<file path="src/rtl/clock_ctrl_pkg.sv">
// Shared types and constants for clock_ctrl: FSM states, rate-select
// width and the debounce counter sizing helper.
package clock_ctrl_pkg;

    typedef enum logic [1:0] {
        WAIT_LOCK = 2'd0,
        HOLD      = 2'd1,
        RUN       = 2'd2
    } state_t;

    localparam int RATE_SEL_W = 2;

    // Counter width able to represent 0..cycles.
    function automatic int db_cnt_w(input int cycles);
        return (cycles < 1) ? 1 : $clog2(cycles + 1);
    endfunction

endpackage

</file>
<file path="src/rtl/clock_ctrl_debounce.sv">
// Push-button conditioner: 2-flop synchroniser, stable-level debouncer and
// a registered one-cycle pulse on each debounced 0->1 transition.
module debounce
    import clock_ctrl_pkg::*;
#(
    parameter int CYCLES = 200_000
) (
    input  logic clk,
    input  logic rst_n,
    input  logic din,
    output logic dout,
    output logic rise
);

    localparam int CNT_W = db_cnt_w(CYCLES);
    localparam logic [CNT_W-1:0] CNT_LAST = CNT_W'(CYCLES - 1);

    logic             sync1_q, sync2_q;
    logic             dout_q, dout_d;
    logic             rise_q, rise_d;
    logic [CNT_W-1:0] cnt_q, cnt_d;

    // The level only flips after CYCLES consecutive disagreeing samples;
    // any agreeing sample in between restarts the count.
    always_comb begin
        dout_d = dout_q;
        cnt_d  = '0;
        if (sync2_q != dout_q) begin
            if (cnt_q == CNT_LAST) begin
                dout_d = sync2_q;
            end else begin
                cnt_d = cnt_q + CNT_W'(1);
            end
        end
        rise_d = dout_d & ~dout_q;
    end

    always_ff @(posedge clk or negedge rst_n) begin
        if (!rst_n) begin
            sync1_q <= 1'b0;
            sync2_q <= 1'b0;
            dout_q  <= 1'b0;
            rise_q  <= 1'b0;
            cnt_q   <= '0;
        end else begin
            sync1_q <= din;
            sync2_q <= sync1_q;
            dout_q  <= dout_d;
            rise_q  <= rise_d;
            cnt_q   <= cnt_d;
        end
    end

    assign dout = dout_q;
    assign rise = rise_q;

endmodule

</file>
<file path="src/rtl/clock_ctrl.sv">
// Lock-qualified reset sequencing and CPU clock-enable generation
// (free-run divider, debounced single-step, halt) for the SAP-2 core.
module clock_ctrl
    import clock_ctrl_pkg::*;
#(
    parameter int DIV0            = 20_000_000,
    parameter int DIV1            = 2_000_000,
    parameter int DIV2            = 20_000,
    parameter int DIV3            = 20,
    parameter int DIV_W           = 25,
    parameter int DEBOUNCE_CYCLES = 200_000,
    parameter int RST_HOLD        = 16
) (
    input  logic                  clk,
    input  logic                  rst_n,
    input  logic                  pll_locked,
    input  logic                  run_mode,
    input  logic [RATE_SEL_W-1:0] rate_sel,
    input  logic                  step_btn,
    input  logic                  cpu_halt,
    output logic                  cpu_ce,
    output logic                  cpu_rst_n,
    output logic                  ready
);

    localparam int HOLD_W = (RST_HOLD > 1) ? $clog2(RST_HOLD) : 1;
    localparam logic [HOLD_W-1:0] HOLD_LAST = HOLD_W'(RST_HOLD - 1);

    state_t                  state_q, state_d;
    logic [HOLD_W-1:0]       hold_q, hold_d;
    logic [DIV_W-1:0]        div_q, div_d;
    logic [DIV_W-1:0]        div_last;
    logic                    ce_q, ce_d;
    logic                    rst_q, rst_d;
    logic                    halted_q, halted_d;
    logic [RATE_SEL_W-1:0]   rate_q;
    logic                    mode_q;
    logic                    lock_meta_q, locked_s_q;
    logic                    step_level, step_rise;
    logic                    switch_now;
    logic                    ce_allowed;

    debounce #(
        .CYCLES (DEBOUNCE_CYCLES)
    ) u_debounce (
        .clk   (clk),
        .rst_n (rst_n),
        .din   (step_btn),
        .dout  (step_level),
        .rise  (step_rise)
    );

    always_comb begin
        state_d    = state_q;
        hold_d     = hold_q;
        div_d      = '0;
        ce_d       = 1'b0;
        halted_d   = halted_q;
        div_last   = DIV_W'(DIV3 - 1);
        switch_now = (rate_sel != rate_q) || (run_mode != mode_q);

        case (rate_sel)
            2'd0:    div_last = DIV_W'(DIV0 - 1);
            2'd1:    div_last = DIV_W'(DIV1 - 1);
            2'd2:    div_last = DIV_W'(DIV2 - 1);
            default: div_last = DIV_W'(DIV3 - 1);
        endcase

        case (state_q)
            WAIT_LOCK: begin
                hold_d = '0;
                if (locked_s_q) state_d = HOLD;
            end
            HOLD: begin
                if (!locked_s_q) begin
                    state_d = WAIT_LOCK;
                end else if (hold_q == HOLD_LAST) begin
                    state_d = RUN;
                end else begin
                    hold_d = hold_q + HOLD_W'(1);
                end
            end
            RUN: begin
                if (!locked_s_q) state_d = WAIT_LOCK;
            end
            default: state_d = WAIT_LOCK;
        endcase

        // Halt only latches on a real CPU cycle and is forgotten whenever
        // the core is pushed back into reset.
        if (state_d != RUN) begin
            halted_d = 1'b0;
        end else if (ce_q && cpu_halt) begin
            halted_d = 1'b1;
        end

        // A rate or mode change spends one cycle with the divider at 0 and
        // no enable, so the new period always starts from a clean count.
        ce_allowed = (state_q == RUN) && (state_d == RUN) && !halted_d && !switch_now;
        if (ce_allowed) begin
            if (run_mode) begin
                div_d = (div_q == div_last) ? '0 : div_q + DIV_W'(1);
                ce_d  = (div_d == div_last);
            end else begin
                ce_d  = step_rise & step_level;
            end
        end

        rst_d = (state_d == RUN);
    end

    always_ff @(posedge clk or negedge rst_n) begin
        if (!rst_n) begin
            state_q     <= WAIT_LOCK;
            hold_q      <= '0;
            div_q       <= '0;
            ce_q        <= 1'b0;
            rst_q       <= 1'b0;
            halted_q    <= 1'b0;
            rate_q      <= '0;
            mode_q      <= 1'b0;
            lock_meta_q <= 1'b0;
            locked_s_q  <= 1'b0;
        end else begin
            state_q     <= state_d;
            hold_q      <= hold_d;
            div_q       <= div_d;
            ce_q        <= ce_d;
            rst_q       <= rst_d;
            halted_q    <= halted_d;
            rate_q      <= rate_sel;
            mode_q      <= run_mode;
            lock_meta_q <= pll_locked;
            locked_s_q  <= lock_meta_q;
        end
    end

    assign cpu_ce    = ce_q;
    assign cpu_rst_n = rst_q;
    assign ready     = (state_q == RUN);

endmodule

</file>
<file path="config.mk">
export PLATFORM = sky130hd
export DESIGN_NAME = clock_ctrl
export DESIGN_NICKNAME = d
export VERILOG_FILES = /design/src/rtl/clock_ctrl_pkg.sv /design/src/rtl/clock_ctrl_debounce.sv /design/src/rtl/clock_ctrl.sv
export SDC_FILE = /design/constraint.sdc
export NUM_CORES = 1
export LEC_CHECK = 0
export BUFFER_PORTS_ARGS = -buffer_cell sky130_fd_sc_hd__buf_2
export CAP_MARGIN = 40
export CORE_ASPECT_RATIO = 1.4
export CORE_UTILIZATION = 55
export DETAILED_ROUTE_END_ITERATION = 7
export PLACE_DENSITY = 0.73
export SETUP_SLACK_MARGIN = 0.05
export SLEW_MARGIN = 0
export SYNTH_ARGS = -nofsm -noshare
export SYNTH_HDL_FRONTEND = slang
export SYNTH_SLANG_ARGS = --single-unit
</file>
<file path="constraint.sdc">
create_clock -name clk -period 3 [get_ports clk]
set_clock_uncertainty 0.05 [all_clocks]
set_input_delay 0.6 -clock clk [delete_from_list [all_inputs] [get_ports clk]]
set_output_delay 0.6 -clock clk [all_outputs]
set_load 0.01 [all_outputs]
</file>
==> impl_results.md <==
* Outcome: complete, no violations
* Crit-path max FO at 6
* Chip width at 68.4 um
* Via count at 2617
* Layout net count at 379
* N_diodes at 0
* GP Congestion at around 0.96
* Final Hold Fails at 0
* CORE AREA at 5900 um^2
* Syn_area_per_cell at between 9 and 10 um^2
* Via density at 5.91
* Layout cell share with drive strength beyond 1 at 0.129
* Seq cells post-synth at 61
* Clock transition at path regs at 0.08 ns
* Drt drc at 0
* Relative slew slack at 0.638
* Most used DFF post-synth: dfrtp_1
* Worst EP required at 3.22 ns
* Hold_ws at 0.182 ns
* CP endpoint: cpu_ce
* Initial DRC Count at 96
* Reg2Reg Capture Point: cpu_ce
* Pin count of the biggest net entering global routing at 25
* Slew Limit Fails at 0
* Die H at 94.9 um
* Synth cell types at 61
* RSZ-0062 raised after global routing: false
* Maximum vdd ir drop at 0.306 mV
* Mapped Cells at 357
* P_leak at 0.00160 uW
* Startpoint types: flop
* Mapped Area at 3390 um^2
* Die Footprint at 6490 um^2
* Vias in the first global route at roughly 2.5k
* First-pass GRT wire length at 12000 um
* GRT Total Usage at 0.255
* Final HPWL DP at about 5500 um
* Fin crit share at 0.820
* Final setup violation count at 0
* Clk Latency, worst-skew pair at 0.35 ns
* Synth warn at 0
* Post-layout utilization of the core at 0.626
* Max Clk Rate at ~0.41 GHz
* Routed WL at 7500 um
* Final Instance Area at 3690 um^2
* R2R cell count at 9
* DR WL/cell at 16.9 um
* Clock Path Buffers at 2
* Setup TNS at 0 ns
* Clock sink total at 61
* Sequential share of the synthesized area at 0.450
* Post-synth ARST share at 1.00
* Max-cap violation count at 0
* Layout area overhead at 8.93%
* Ports at 11
* Hold_buf cts at 0
* Post-CTS resize count at 0
* R2R Path Start: div_q[0]
* Worst min-delay path class: in2async
* Initial Utilization at 0.574
* Syn_nets at 368
* Remaining Overflow, GRT at 0
* CTS H-tree lvls at 3
* CTS root buffer: clkbuf_8
* PortBufs at 10
* CP Capture Type: flop
* CP Class: reg2reg
* Tot Pwr at 1650 uW
* Fin crit period at between 2 and 2.5 ns
* Initial antenna violation count at 0
* TritonCTS buffer count at 9
* EDFF count, synth at 0
* Post-DRT Antenna Nets at 0
* Worst setup path startpoint: div_q[0]
* Pwr Density at 447 nW/um^2
* Dpl cell area at 3490 um^2
* Setup Buffers After CTS at 0
* CTS tree: yes
* Worst Path Arrival at 2.68 ns
* Least-Margin Pin Slew at 0.543 ns
* R2r setup slk at 0.54 ns
* Row Count at 33
* Initial DRT Pass Iterations at 4
-- flip-flops by register name, summed over array words and instances, names as in the netlist --
signal	cells
u_debounce.dout	1
u_debounce.rise	1
rate_q	2
state_q	2
u_debounce.cnt_q	18
locked_s_q	1
mode_q	1
halted_q	1
cpu_ce	1
u_debounce.sync2_q	1
cpu_rst_n	1
lock_meta_q	1
hold_q	4
div_q	25
u_debounce.sync1_q	1
-- worst min-delay path by stage --
stage	cells past startpoint	start	endpoint
6_report	1	rst_n	state_q[0]
3_3_place_gp	0	lock_meta_q	locked_s_q
4_1_cts	1	rst_n	state_q[0]
3_5_place_dp	0	lock_meta_q	locked_s_q
2_1_floorplan	0	rst_n	cpu_ce
5_1_grt	1	rst_n	div_q[17]
-- routing by layer --
layer  GRT usage  vias to the layer above  part of all wire
li1            -                     1268                 -
met1       0.303                     1276              0.44
met2       0.417                       50              0.49
met3      0.0604                       23             0.035
met4       0.135                        0             0.034
met5           0                        -                 0
-- final cells by class --
class / instances / area [um^2]
inverters: 10 / 37.5
repair buffers: 18 / 110
clock buffers: 9 / 124
multi-input cells: 268 / 1730
clock inverters: 7 / 75.1
flip-flops and latches: 61 / 1530
fillers: 483 / 2210
well taps: 70 / 87.6
-- logic make-up after synthesis --
kind of cell / share of synthesized area
XOR/XNOR: 0.119
multiplexers: 0.00923
buffers and inverters: 0.0387
AO/OA/AOI/OAI: 0.0738
adder cells (fa/ha/maj): 0.0111
AND/OR/NAND/NOR: 0.298
flip-flops: 0.450
-- Yosys cell counts, types with 2 or more instances --
| cell | n | area [um^2] |
|---|---|---|
| buf_4 | 5 | 37.5 |
| nor4b_1 | 2 | 17.5 |
| and3_1 | 10 | 62.6 |
| inv_1 | 10 | 37.5 |
| o21bai_1 | 2 | 15.0 |
| o21ai_0 | 2 | 10.0 |
| nand3_1 | 20 | 100 |
| clkbuf_1 | 7 | 26.3 |
| nor2b_1 | 4 | 25.0 |
| o21ai_1 | 2 | 10.0 |
| nand4_1 | 14 | 87.6 |
| nor2_1 | 64 | 240 |
| nor4_1 | 9 | 56.3 |
| a22o_1 | 3 | 26.3 |
| nor3_1 | 8 | 40.0 |
| mux2i_1 | 2 | 20.0 |
| a21o_1 | 2 | 15.0 |
| dfrtp_1 | 61 | 1530 |
| buf_2 | 6 | 30.0 |
| a21oi_1 | 6 | 30.0 |
| nand3b_1 | 4 | 30.0 |
| ha_1 | 3 | 37.5 |
| or3_1 | 2 | 12.5 |
| xnor2_1 | 22 | 193 |
| o21a_1 | 2 | 15.0 |
| nand2_1 | 20 | 75.1 |
| and4_1 | 4 | 35.0 |
| xor2_1 | 24 | 210 |
| o22ai_1 | 3 | 18.8 |
| nand2b_1 | 2 | 12.5 |
| nand4_4 | 2 | 42.5 |
-- critical path: stages, from the launching register on --
cell	delay, ns
dfrtp_1	0.43
ha_1	0.24
nand4_4	0.16
nor4_4	0.37
and4_1	0.31
and4b_1	0.23
o22ai_1	0.08
nor4_2	0.27
nand4_1	0.12
o21ai_1	0.13
-- report_power, final --
group	internal [uW]	total [uW]	leakage, uW	switching [uW]
combinational	26.0	72.5	0.000663	46.4
sequential	833	842	0.000830	9.63
clock	387	736	0.000104	349
total	1250	1650	0.00160	405
-- per-stage QoR --
stage / std cells / setup slack (ns)
finish: 443 / 0.540
global route: 443 / 0.341
CTS: 443 / 0.512
detailed placement: 427 / 0.283
global placement: 427 / 0.302
floorplan: 357 / 0.641
-- layout by cell type, fill, tap and decap left out, drive strengths merged, types with 4 or more instances in the layout --
cell    netlist  routed
nand4        16      16
dfrtp        61      61
nor3          9       9
nor4         11      11
a21oi         6       6
nand3b        4       4
clkbuf        7       9
xnor2        22      22
and3         11      11
xor2         24      24
nor2b         5       5
clkinv        0       5
buf          11      18
o21ai         4       4
nand3        20      20
nand2        20      20
nor2         65      65
inv          10      11
and4          5       5
(Power assumes the default switching activity.)
